## src/rtl/dmareq.sv

```systemverilog
`default_nettype none
// ============================================================================
// dmareq : queues DMA jobs and sequences them onto dreq_/eop_ handshake.
// Optional watchdog enabled by defining DMAREQ_TIMEOUT_EN.   Rev 1.0
// ============================================================================
module dmareq #(
  parameter int AW      = 16,
  parameter int DEPTH   = 4,
  parameter int TIMEOUT = 255
) (
  input  logic          clk,
  input  logic          reset,
  input  logic          jvalid,
  input  logic [AW-1:0] jsaddr,
  input  logic [AW-1:0] jdaddr,
  input  logic [1:0]    jmode,
  output logic          jready,
  output logic [AW-1:0] dsaddr,
  output logic [AW-1:0] ddaddr,
  output logic [1:0]    dmode,
  output logic          dreq_,
  input  logic          eop_,
  output logic          busy,
  output logic [7:0]    done_cnt,
  output logic          err
);

  localparam int PW = $clog2(DEPTH);
  localparam int CW = PW + 1;

  typedef enum logic [1:0] {
    IDLE = 2'd0,
    REQ  = 2'd1,
    GAP  = 2'd2
  } state_t;

  if (DEPTH < 2 || DEPTH > 16 || TIMEOUT < 1) begin : g_param_check
    $error("dmareq: illegal DEPTH or TIMEOUT");
  end

  logic [AW-1:0] mem_s [DEPTH];
  logic [AW-1:0] mem_d [DEPTH];
  logic [1:0]    mem_m [DEPTH];

  logic [PW-1:0] wr_ptr_q, rd_ptr_q;
  logic [CW-1:0] count_q, count_d;
  state_t        state_q;
  logic [AW-1:0] dsaddr_q, ddaddr_q;
  logic [1:0]    dmode_q;
  logic          dreq_q;
  logic [7:0]    done_q;
  logic          w_push, w_pop;

  assign jready = (count_q != CW'(DEPTH));
  assign w_push = jvalid && jready;
  assign w_pop  = (state_q == IDLE) && (count_q != '0);

  always_comb begin
    count_d = count_q;
    case ({w_push, w_pop})
      2'b10:   count_d = count_q + 1'b1;
      2'b01:   count_d = count_q - 1'b1;
      default: count_d = count_q;
    endcase
  end

  always_ff @(posedge clk) begin
    if (w_push) begin
      mem_s[wr_ptr_q] <= jsaddr;
      mem_d[wr_ptr_q] <= jdaddr;
      mem_m[wr_ptr_q] <= jmode;
    end
  end

  // Pointers wrap naturally because DEPTH is a power of two.
  always_ff @(posedge clk or posedge reset) begin
    if (reset) begin
      wr_ptr_q <= '0;
      rd_ptr_q <= '0;
      count_q  <= '0;
    end else begin
      if (w_push) wr_ptr_q <= wr_ptr_q + 1'b1;
      if (w_pop)  rd_ptr_q <= rd_ptr_q + 1'b1;
      count_q <= count_d;
    end
  end

`ifdef DMAREQ_TIMEOUT_EN
  localparam int TW = $clog2(TIMEOUT + 1);
  logic [TW-1:0] wd_q;
  logic          err_q;
  assign err = err_q;
`else
  assign err = 1'b0;
`endif

  always_ff @(posedge clk or posedge reset) begin
    if (reset) begin
      state_q  <= IDLE;
      dsaddr_q <= '0;
      ddaddr_q <= '0;
      dmode_q  <= '0;
      dreq_q   <= 1'b1;
      done_q   <= '0;
`ifdef DMAREQ_TIMEOUT_EN
      wd_q     <= '0;
      err_q    <= 1'b0;
`endif
    end else begin
      case (state_q)
        IDLE: begin
          if (count_q != '0) begin
            dsaddr_q <= mem_s[rd_ptr_q];
            ddaddr_q <= mem_d[rd_ptr_q];
            dmode_q  <= mem_m[rd_ptr_q];
            dreq_q   <= 1'b0;
            state_q  <= REQ;
`ifdef DMAREQ_TIMEOUT_EN
            wd_q     <= '0;
`endif
          end
        end
        REQ: begin
          // A completion on the terminal watchdog cycle still counts as done.
          if (!eop_) begin
            dreq_q  <= 1'b1;
            done_q  <= done_q + 8'd1;
            state_q <= GAP;
          end
`ifdef DMAREQ_TIMEOUT_EN
          else if (wd_q == TW'(TIMEOUT - 1)) begin
            dreq_q  <= 1'b1;
            err_q   <= 1'b1;
            state_q <= GAP;
          end else begin
            wd_q <= wd_q + 1'b1;
          end
`endif
        end
        GAP: begin
          if (eop_) state_q <= IDLE;
        end
        default: state_q <= IDLE;
      endcase
    end
  end

  assign dsaddr   = dsaddr_q;
  assign ddaddr   = ddaddr_q;
  assign dmode    = dmode_q;
  assign dreq_    = dreq_q;
  assign done_cnt = done_q;
  assign busy     = (state_q != IDLE) || (count_q != '0);

endmodule
`default_nettype wire

```

## config.mk

```make
export PLATFORM = sky130hd
export DESIGN_NAME = dmareq
export DESIGN_NICKNAME = d
export VERILOG_FILES = /design/src/rtl/dmareq.sv
export SDC_FILE = /design/constraint.sdc
export NUM_CORES = 1
export LEC_CHECK = 0
export CAP_MARGIN = 20
export CORE_UTILIZATION = 50
export DETAILED_ROUTE_END_ITERATION = 10
export PLACE_DENSITY = 0.72
export SKIP_CTS_REPAIR_TIMING = 1
export SLEW_MARGIN = 20
export SYNTH_ARGS = -nofsm -noshare
export SYNTH_HDL_FRONTEND = slang
export SYNTH_SLANG_ARGS = --single-unit
```

## constraint.sdc

```tcl
create_clock -name clk -period 2.3 [get_ports clk]
set_input_delay 0.345 -clock clk [delete_from_list [all_inputs] [get_ports clk]]
set_output_delay 0.345 -clock clk [all_outputs]
set_load 0.02 [all_outputs]
```

==> out/qor.txt, run 1 <==
Tot Pwr: 11900 uW
worst slew pin tran: 0.590 ns
Post-Syn Nets: 373
Fin. Hold Viols: 0
dpl cells: 587
share of layout cells above drive strength 1: 0.267
clock sink total: 188
die area: 14700 um^2
YS warnings: 0
DP Wirelength: 7350 um
first-pass GRT wire length: 18400 um
Max Freq: 450 MHz
GRT overflow: 0
antenna diode count: 0
Distinct cells, synth: 31
routed vias/inst: 5.37
fill count: 980
total number of vias: 3325
H-tree Lvls: 4
hold crit path type: in2async
status: finished clean
dpl ws: 0.0522 ns
met3 Track Usage GR: 0.0479
antenna violations before repair: 0
CTS buffer count: 17
GRT busiest layer: met2
minimum clock period: 2.22 ns
final core utilization: 0.630
relative slew slack: 0.605
flops & latches, synth: 188
WHS: 0.301 ns
sequential-to-total area share from yosys stat: 0.759
TritonRoute pass-1 iters: 4
Slowest cell on crit path: or3b_4
met1 Track Usage GR: 0.224
startpoint types: flop
met2 Resource Use GR: 0.288
Max FO, Critical Path: 6
area of the multi-input gates: 1580 um^2
critical path class: reg2reg
# IOs: 84
Area growth, synth to finish: 23.3%
Setup crit end kind: flop
max-cap viol count: 0
I/O Buffers: 82
pin count of the biggest net entering global routing: 53
asr flop ratio synth: 0.277
Most used DFF post-synth: edfxtp_1
Max Slew Vio Count: 0
Req. time, crit path: 2.63 ns
Starting Density: 0.511
slowest stage delay, CP: 0.44 ns
vias in the first global route: 3495
Root Buffer: clkbuf_16
Die Wd: 121 um
cell area after synthesis: 7100 um^2
crit path DAT: 2.56 ns
Peak VDD IR: 0.000684 V
final worst slack: 0.0783 ns
die span in y: 121 um
# nets final: 471
CTS tree: built
critical path cell sequence: or3b_4, and2_4, inv_1, ha_1, inv_1, fa_1, xor2_1, nor2_1, xor2_1
CTS clk-pin slew, worst paths: 0.06 ns
# DRC: 0
Post-synth EDFFs: 136
routed wire length per instance: 19.0 um
Site Rows: 43
skew final: 0.00694 ns
period utilization: 0.966
Mapped Cells: 328
Initial DRC Count: 143
Power Density: 1360 nW/um^2
DRT antenna net count: 0
FF+latch area: 5390 um^2
Clock Latency Late Sink: 0.42 ns
unrepaired setup endpoints after global routing: true
routability cong.: 0.827
core area: 13900 um^2
Routed WL: 11800 um
setup violators final: 0
Cell Count, Final, Fillers Out: 619
CTS max path bufs: 2
P_leak: 0.00310 uW
syn_area_per_cell: 21.6 um^2
Tot GR Track Use: 0.176
==> flip-flops by register name, summed over array words and instances, names as in the netlist <==
name	flops
count_q	3
ddaddr	16
dmode	2
done_cnt	8
dreq_	1
dsaddr	16
mem_d	64
mem_m	8
mem_s	64
rd_ptr_q	2
state_q	2
wr_ptr_q	2
==> final cells by class <==
type                    instances  share of cell area
clock buffers                  22              0.0519
well taps                     180              0.0257
clock inverters                10              0.0107
multi-input cells             119               0.181
repair buffers                 92               0.111
flip-flops and latches        188               0.616
inverters                       8             0.00343
==> critical path, delay by kind of cell (launching register included) <==
kind / cells / cell delay, ns
simple gates: 3 / 0.74
fa+ha+maj: 2 / 0.54
flops: 1 / 0.42
xor+xnor: 2 / 0.33
buf+inv: 2 / 0.11
==> synthesized netlist by cell type, types with 4 or more instances <==
cell | n | area (um^2)
and3_1 | 5 | 31.3
buf_6 | 7 | 78.8
dfrtp_1 | 51 | 1280
edfxtp_1 | 136 | 4080
ha_1 | 6 | 75.1
inv_1 | 8 | 30.0
mux2_2 | 36 | 405
mux4_2 | 31 | 698
nand3_1 | 4 | 20.0
xnor2_1 | 11 | 96.3
==> power by group <==
part / switching, uW / internal [uW]
logic: 1920 / 2210
clock network: 1150 / 1520
registers: 461 / 4660
==> cell usage in the layout (no fill, tap or decap), types with 2 or more instances in the layout <==
cell type        synthesis  final
clkdlybuf4s50_1          0     81
nor2_1                   3      3
dfrtp_2                  0      2
xnor2_1                 11     11
nand3_1                  4      4
buf_12                   0      6
clkbuf_1                 3      4
ha_1                     6      6
nand2_1                  3      2
nand4_1                  2      2
edfxtp_1               136    136
buf_4                    1      4
mux2_2                  36     36
mux4_2                  31     31
clkinv_2                 0      3
clkinv_4                 0      2
xor2_1                   3      3
clkbuf_16                0     17
clkinvlp_4               0      3
inv_1                    8      7
dfrtp_1                 51     49
and3_2                   0      4
mux4_1                   3      3
==> routing by layer <==
metal | up-vias | wire length (um)
met1 | 1734 | 5100
met2 | 96 | 5880
met3 | 14 | 606
li1 | 1481 | -
met4 | 0 | 176
met5 | - | 0
==> worst paths after layout <==
| kind | from | to | slack, ns | cells past startpoint |
|---|---|---|---|---|
| min in group clk | done_cnt[7] | done_cnt[7] | 0.49 | 1 |
| hold reg to reg | done_cnt[7] | done_cnt[7] | 0.49 | 1 |
| setup / recovery | count_q[0] | count_q[2] | 0.08 | 9 |
| hold / removal | reset | dsaddr[0] | 0.30 | 3 |
| setup reg to reg | count_q[0] | count_q[2] | 0.08 | 9 |
| max in group asynchronous | reset | dreq_ | 1.70 | 3 |
==> logic make-up (layout without fill, tap and decap cells) <==
logic type,Yosys count,count (layout),share of synthesized area
AOI/OAI and AO/OA,1,1,0.00106
adders and majority gates,7,7,0.0134
DFF,188,188,0.759
buffers and inverters,21,132,0.0194
other,1,1,0.000528
and+or+nand+nor,25,25,0.0213
muxes,71,71,0.168
xor gates and xnor gates,14,14,0.0173
==> through the flow <==
stage | TNS [ns] | cell area, um^2
floorplan | 0 | 7100
global placement | 0 | 8200
detailed placement | 0 | 8200
CTS | -0.0141 | 8740
global route | -0.0519 | 8750
finish | 0 | 8750
Note: power is estimated with default switching activity, not from simulation.
==> inputs of run 2 (changes only) <==
--- a/config.mk
+++ b/config.mk
@@ -6,9 +6,10 @@
 export NUM_CORES = 1
 export LEC_CHECK = 0
 export CAP_MARGIN = 20
-export CORE_UTILIZATION = 50
+export CORE_UTILIZATION = 45
 export DETAILED_ROUTE_END_ITERATION = 10
-export PLACE_DENSITY = 0.72
+export GPL_ROUTABILITY_DRIVEN = 0
+export PLACE_DENSITY = 0.65
 export SKIP_CTS_REPAIR_TIMING = 1
 export SLEW_MARGIN = 20
 export SYNTH_ARGS = -nofsm -noshare
==> constraint.sdc (replaced) <==
create_clock -name clk -period 2.9 [get_ports clk]
set_input_delay 0.435 -clock clk [delete_from_list [all_inputs] [get_ports clk]]
set_output_delay 0.435 -clock clk [all_outputs]
set_load 0.02 [all_outputs]
==> out/qor.txt, run 2 (synthesis gave the netlist of run 1 again) <==
status: finished clean
Slowest cell on crit path: clkdlybuf4s50_1
worst slew pin tran: 0.608 ns (+0.0176 ns)
antenna diode count: 0 (unchanged)
switching share of power: 0.304 (+0.00743)
crit-path leading delay family: simple AND/OR/NAND/NOR gates
Site Rows: 45 (+4.7%)
hold crit path type: in2async
Power Density: 1090 nW/um^2 (-20%)
I/O Buffers: 82 (unchanged)
Req. time, crit path: 2.47 ns (-0.16 ns)
Fin. Hold Viols: 0 (unchanged)
clock sink total: 188 (unchanged)
die area: 16300 um^2 (+11%)
final setup TNS: 0 ns (unchanged)
# nets final: 471 (unchanged)
period utilization: 0.829
Peak VDD IR: 0.000601 V (-12%)
skew final: 0.00817 ns (+0.00123 ns)
CTS tree: built
Tot Pwr: 9520 uW (-20%)
DRT antenna net count: 0 (unchanged)
Max Slew Vio Count: 0 (unchanged)
Clk network pwr share: 0.238 (+0.014)
Starting Density: 0.463 (-0.0479)
pin count of the biggest net entering global routing: 38 (-28%)
Reg2Reg Depth: 9 (unchanged)
TritonRoute pass-1 iters: 6 (+2)
# DRC: 0 (unchanged)
Routed WL: 11800 um (+0.48%)
commonest non-fill, non-tap cells in the layout: edfxtp_1 (136), clkdlybuf4s50_1 (82), dfrtp_1 (49)
final worst slack: 0.496 ns (+0.417 ns)
Combinational Power Share: 0.339 (-0.008)
GRT overflow: 0 (unchanged)
max-cap viol count: 0 (unchanged)
core area: 15300 um^2 (+10%)
vias in the first global route: 3519 (+0.69%)
fill count: 1191 (+22%)
Critical path buffers and inverters: 1 (-1)
total number of vias: 3339 (+0.42%)
commonest non-fill, non-tap cell in the layout: edfxtp_1
DP Wirelength: 7220 um (-1.7%)
Internal: 6630 uW (-21%)
routed vias/inst: 5.14 (-4.4%)
Area growth, synth to finish: 23.5%
setup violators final: 0 (unchanged)
Root Buffer: clkbuf_16
crit path from: count_q[0]
H-tree Lvls: 4 (unchanged)
antenna violations before repair: 0 (unchanged)
CTS buffer count: 17 (unchanged)
startpoint types: flop
Sequential Power Share: 0.423 (-0.006)
P_leak: 0.00310 uW (about the same)
Reg2Reg Setup Slack: 0.62 ns (+0.54 ns)
Tot GR Track Use: 0.161 (-0.0151)
Psw: 2890 uW (-18%)
Die Wd: 128 um (+5.3%)
minimum clock period: 2.40 ns
largest registers: mem_d x64, mem_s x64
Max FO, Critical Path: 4 (-2)
Initial DRC Count: 174 (+22%)
critical path cell sequence: or3_1, nand2b_1, clkdlybuf4s50_1
Clock Latency Late Sink: 0.42 ns (about the same)
die span in y: 128 um (+5.3%)
crit path DAT: 1.97 ns (-0.59 ns)
CTS clk-pin slew, worst paths: 0.07 ns (about the same)
reg2reg end: count_q[2]
dpl ws: 0.659 ns (+0.607 ns)
share of layout cells above drive strength 1: 0.273 (+0.00683)
critical path class: reg2out
unrepaired setup endpoints after global routing: false
Setup crit end kind: output port
relative slew slack: 0.593 (-0.0118)
slowest stage delay, CP: 0.54 ns (+0.10 ns)
Max Freq: 416 MHz
CTS max path bufs: 2 (unchanged)
Reg-to-Reg Start: count_q[0]
routed wire length per instance: 18.2 um (-4.3%)
WHS: 0.403 ns (+0.101 ns)
first-pass GRT wire length: 18900 um (+2.9%)
# IOs: 84 (unchanged)
run 2: changes by cell type in the layout (fill, tap and decap cells not counted), moves of 3 or more:
cell      change
buf_12        -5
inv_8         +4
buf_4         +5
clkinv_2      -3
clkbuf_1      -4
run 2: worst max-delay path by stage:
stage,to,slack (ns),cells after the start
finish,busy,0.50,3
global route,busy,0.41,3
CTS,busy,0.46,3
detailed placement,count_q[2],0.66,9
global placement,count_q[2],0.73,9
floorplan,count_q[2],0.69,9
run 2: layer usage:
metal | share of wire | vias to the layer above | global-route usage
li1 | - | 1490 | -
met1 | 0.43 | 1757 | 0.200
met2 | 0.51 | 81 | 0.271
met3 | 0.048 | 11 | 0.0519
met4 | 0.010 | 0 | 0.0519
met5 | 0 | - | 0
run 2: final cells by class:
class | instances | area, um^2 | share of cell area
clock inverters | 14 | 156 | 0.0178
multi-input cells | 119 | 1580 | 0.180
repair buffers | 92 | 908 | 0.104
flip-flops and latches | 188 | 5390 | 0.615
inverters | 8 | 30.0 | 0.00343
clock buffers | 18 | 439 | 0.0501
well taps | 211 | 264 | 0.0301
run 2: power groups by stage:
stage / sequential, uW / clock [uW] / combinational, uW
2_1_floorplan: 4350 / 0 / 1900
3_3_place_gp: 4050 / 0 / 3260
3_5_place_dp: 4090 / 0 / 3290
4_1_cts: 4040 / 2320 / 3300
5_1_grt: 4110 / 2420 / 3470
6_report: 4030 / 2270 / 3220
run 2: worst reg2reg max path: stages (launching register included):
cell	delay, ns
dfrtp_1	0.43
or3b_1	0.48
and2_4	0.21
inv_1	0.06
ha_1	0.18
inv_1	0.07
fa_1	0.38
xor2_1	0.15
nor2_1	0.11
xor2_1	0.14
run 2: per-stage QoR:
stage                      util  std cells  cell area (um^2)
after floorplan               -        328              7100
after global placement    0.534        618              8170
after detailed placement  0.534        618              8170
after CTS                 0.572        650              8770
after global routing      0.572        650              8770
final                     0.572        650              8770
==> inputs of run 3 (changes only) <==
--- a/config.mk
+++ b/config.mk
@@ -9,7 +9,7 @@
 export CORE_UTILIZATION = 45
 export DETAILED_ROUTE_END_ITERATION = 10
 export GPL_ROUTABILITY_DRIVEN = 0
-export PLACE_DENSITY = 0.65
+export PLACE_DENSITY = 0.68
 export SKIP_CTS_REPAIR_TIMING = 1
 export SLEW_MARGIN = 20
 export SYNTH_ARGS = -nofsm -noshare
==> constraint.sdc (replaced) <==
create_clock -name clk -period 2.1 [get_ports clk]
set_input_delay 0.315 -clock clk [delete_from_list [all_inputs] [get_ports clk]]
set_output_delay 0.315 -clock clk [all_outputs]
set_load 0.02 [all_outputs]
==> out/qor.txt, run 3 (synthesis gave the netlist of run 1 again) <==
hold crit path type: in2async
Setup crit end kind: flop
TritonRoute pass-1 iters: 4 (-2)
antenna diode count: 0 (unchanged)
first-pass GRT wire length: 19100 um (+0.77%)
Peak VDD IR: 0.000641 V (+6.7%)
P_leak: 0.00313 uW (+0.81%)
Req. time, crit path: 2.44 ns (-0.03 ns)
final setup TNS: 0 ns (unchanged)
startpoint types: flop
Power Density: 1480 nW/um^2 (+36%)
# DRC: 0 (unchanged)
CTS buffer count: 17 (unchanged)
Tot GR Track Use: 0.163 (+0.00142)
Psw: 3930 uW (+36%)
Sequential Power Share: 0.427 (+0.004)
Max Freq: 490 MHz
Reg2Reg Setup Slack: 0.06 ns (-0.56 ns)
pin count of the biggest net entering global routing: 53 (+39%)
Max Slew Vio Count: 0 (unchanged)
antenna violations before repair: 0 (unchanged)
Internal: 9160 uW (+38%)
status: finished clean
Clock Latency Late Sink: 0.42 ns (about the same)
Die Wd: 128 um (unchanged)
final worst slack: 0.0575 ns (-0.438 ns)
H-tree Lvls: 4 (unchanged)
period utilization: 0.973
reg2reg end: count_q[2]
Area growth, synth to finish: 24.5%
core area: 15300 um^2 (unchanged)
die area: 16300 um^2 (unchanged)
Max FO, Critical Path: 3 (-1)
# nets final: 478 (+1.5%)
Combinational Power Share: 0.361 (+0.022)
unrepaired setup endpoints after global routing: true
Tot Pwr: 13100 uW (+38%)
Reg2Reg Depth: 9 (unchanged)
Clk network pwr share: 0.212 (-0.026)
FF+latch area: 5390 um^2 (unchanged)
routed wire length per instance: 18.7 um (+2.6%)
share of layout cells above drive strength 1: 0.285 (+0.0114)
dpl ws: -0.0427 ns (-0.702 ns)
CTS max path bufs: 2 (unchanged)
die span in y: 128 um (unchanged)
Slowest cell on crit path: or3b_4
total number of vias: 3354 (+0.45%)
clock sink total: 188 (unchanged)
WHS: 0.280 ns (-0.122 ns)
skew final: 0.00403 ns (-0.00414 ns)
dpl cell area: 8300 um^2 (+1.6%)
slowest stage delay, CP: 0.40 ns (-0.14 ns)
routed vias/inst: 5.11 (-0.62%)
area of the multi-input gates: 1600 um^2 (+1.1%)
minimum clock period: 2.04 ns
crit path DAT: 2.38 ns (+0.41 ns)
Routed WL: 12300 um (+3.7%)
Reg-to-Reg Start: count_q[0]
switching share of power: 0.300 (-0.00346)
I/O Buffers: 82 (unchanged)
DRT antenna net count: 0 (unchanged)
commonest non-fill, non-tap cells in the layout: edfxtp_1 (136), clkdlybuf4s50_1 (80), dfrtp_1 (49)
Site Rows: 45 (unchanged)
DP Wirelength: 7180 um (-0.64%)
Starting Density: 0.463 (unchanged)
commonest non-fill, non-tap cell in the layout: edfxtp_1
largest registers: mem_d x64, mem_s x64
CTS clk-pin slew, worst paths: 0.06 ns (about the same)
Root Buffer: clkbuf_16
final instance area: 8840 um^2 (+0.81%)
Initial DRC Count: 161 (-7.5%)
GRT overflow: 0 (unchanged)
crit path from: count_q[0]
CTS tree: built
max-cap viol count: 0 (unchanged)
vias in the first global route: 3564 (+1.3%)
setup violators final: 0 (unchanged)
critical path cell sequence: or3b_4, and2_4, inv_2, ha_4, inv_2, fa_2, xor2_1, nor2_1, xor2_1
fill count: 1202 (+0.92%)
critical path class: reg2reg
Fin. Hold Viols: 0 (unchanged)
# IOs: 84 (unchanged)
## run 3: cell count changes in the layout (fill, tap and decap cells not counted), sizes merged
cell / before / now
clkinvlp: 4 / 3
clkinv: 4 / 10
inv: 13 / 8
bufinv: 1 / 0
clkdlybuf4s50: 82 / 80
clkbuf: 18 / 20
buf: 10 / 17
dlymetal6s2s: 0 / 1
## run 3: power groups by stage
stage	combinational [uW]	clock [uW]	sequential, uW
after floorplan	2630	0	6000
after global placement	4680	0	5610
after detailed placement	4760	0	5680
after CTS	4780	2860	5610
after global routing	5060	3000	5690
final	4730	2770	5590
## run 3: cell type report
cell class              count  area share
flip-flops and latches    188       0.610
clock buffers              19      0.0490
well taps                 211      0.0299
multi-input cells         119       0.181
repair buffers             99       0.118
clock inverters            13     0.00892
inverters                   8     0.00340
## run 3: how the worst max path moves through the flow
stage | to | slack (ns) | depth (start not counted)
2_1_floorplan | count_q[2] | 0.007 | 9
3_3_place_gp | count_q[2] | 0.04 | 9
3_5_place_dp | count_q[2] | -0.04 | 9
4_1_cts | busy | -0.31 | 4
5_1_grt | count_q[2] | -0.05 | 9
6_report | count_q[2] | 0.06 | 9
## run 3: routing by layer
metal | global-route usage | vias up | share of wire
li1 | - | 1504 | -
met1 | 0.200 | 1768 | 0.43
met2 | 0.279 | 66 | 0.52
met3 | 0.0377 | 16 | 0.035
met4 | 0.0664 | 0 | 0.015
met5 | 0 | - | 0
## run 3: metrics by stage
stage          utilization  cells
2_1_floorplan            -    328
6_report             0.577    657
5_1_grt              0.577    657
4_1_cts              0.575    655
3_5_place_dp         0.542    623
3_3_place_gp         0.542    623
## run 3: worst max-delay path, delay by kind of cell, from the launching register on
family / cells / cell delay [ns]
xor+xnor: 2 / 0.30
fa+ha+maj: 2 / 0.51
buf+inv: 2 / 0.10
flops: 1 / 0.38
simple gates: 3 / 0.68
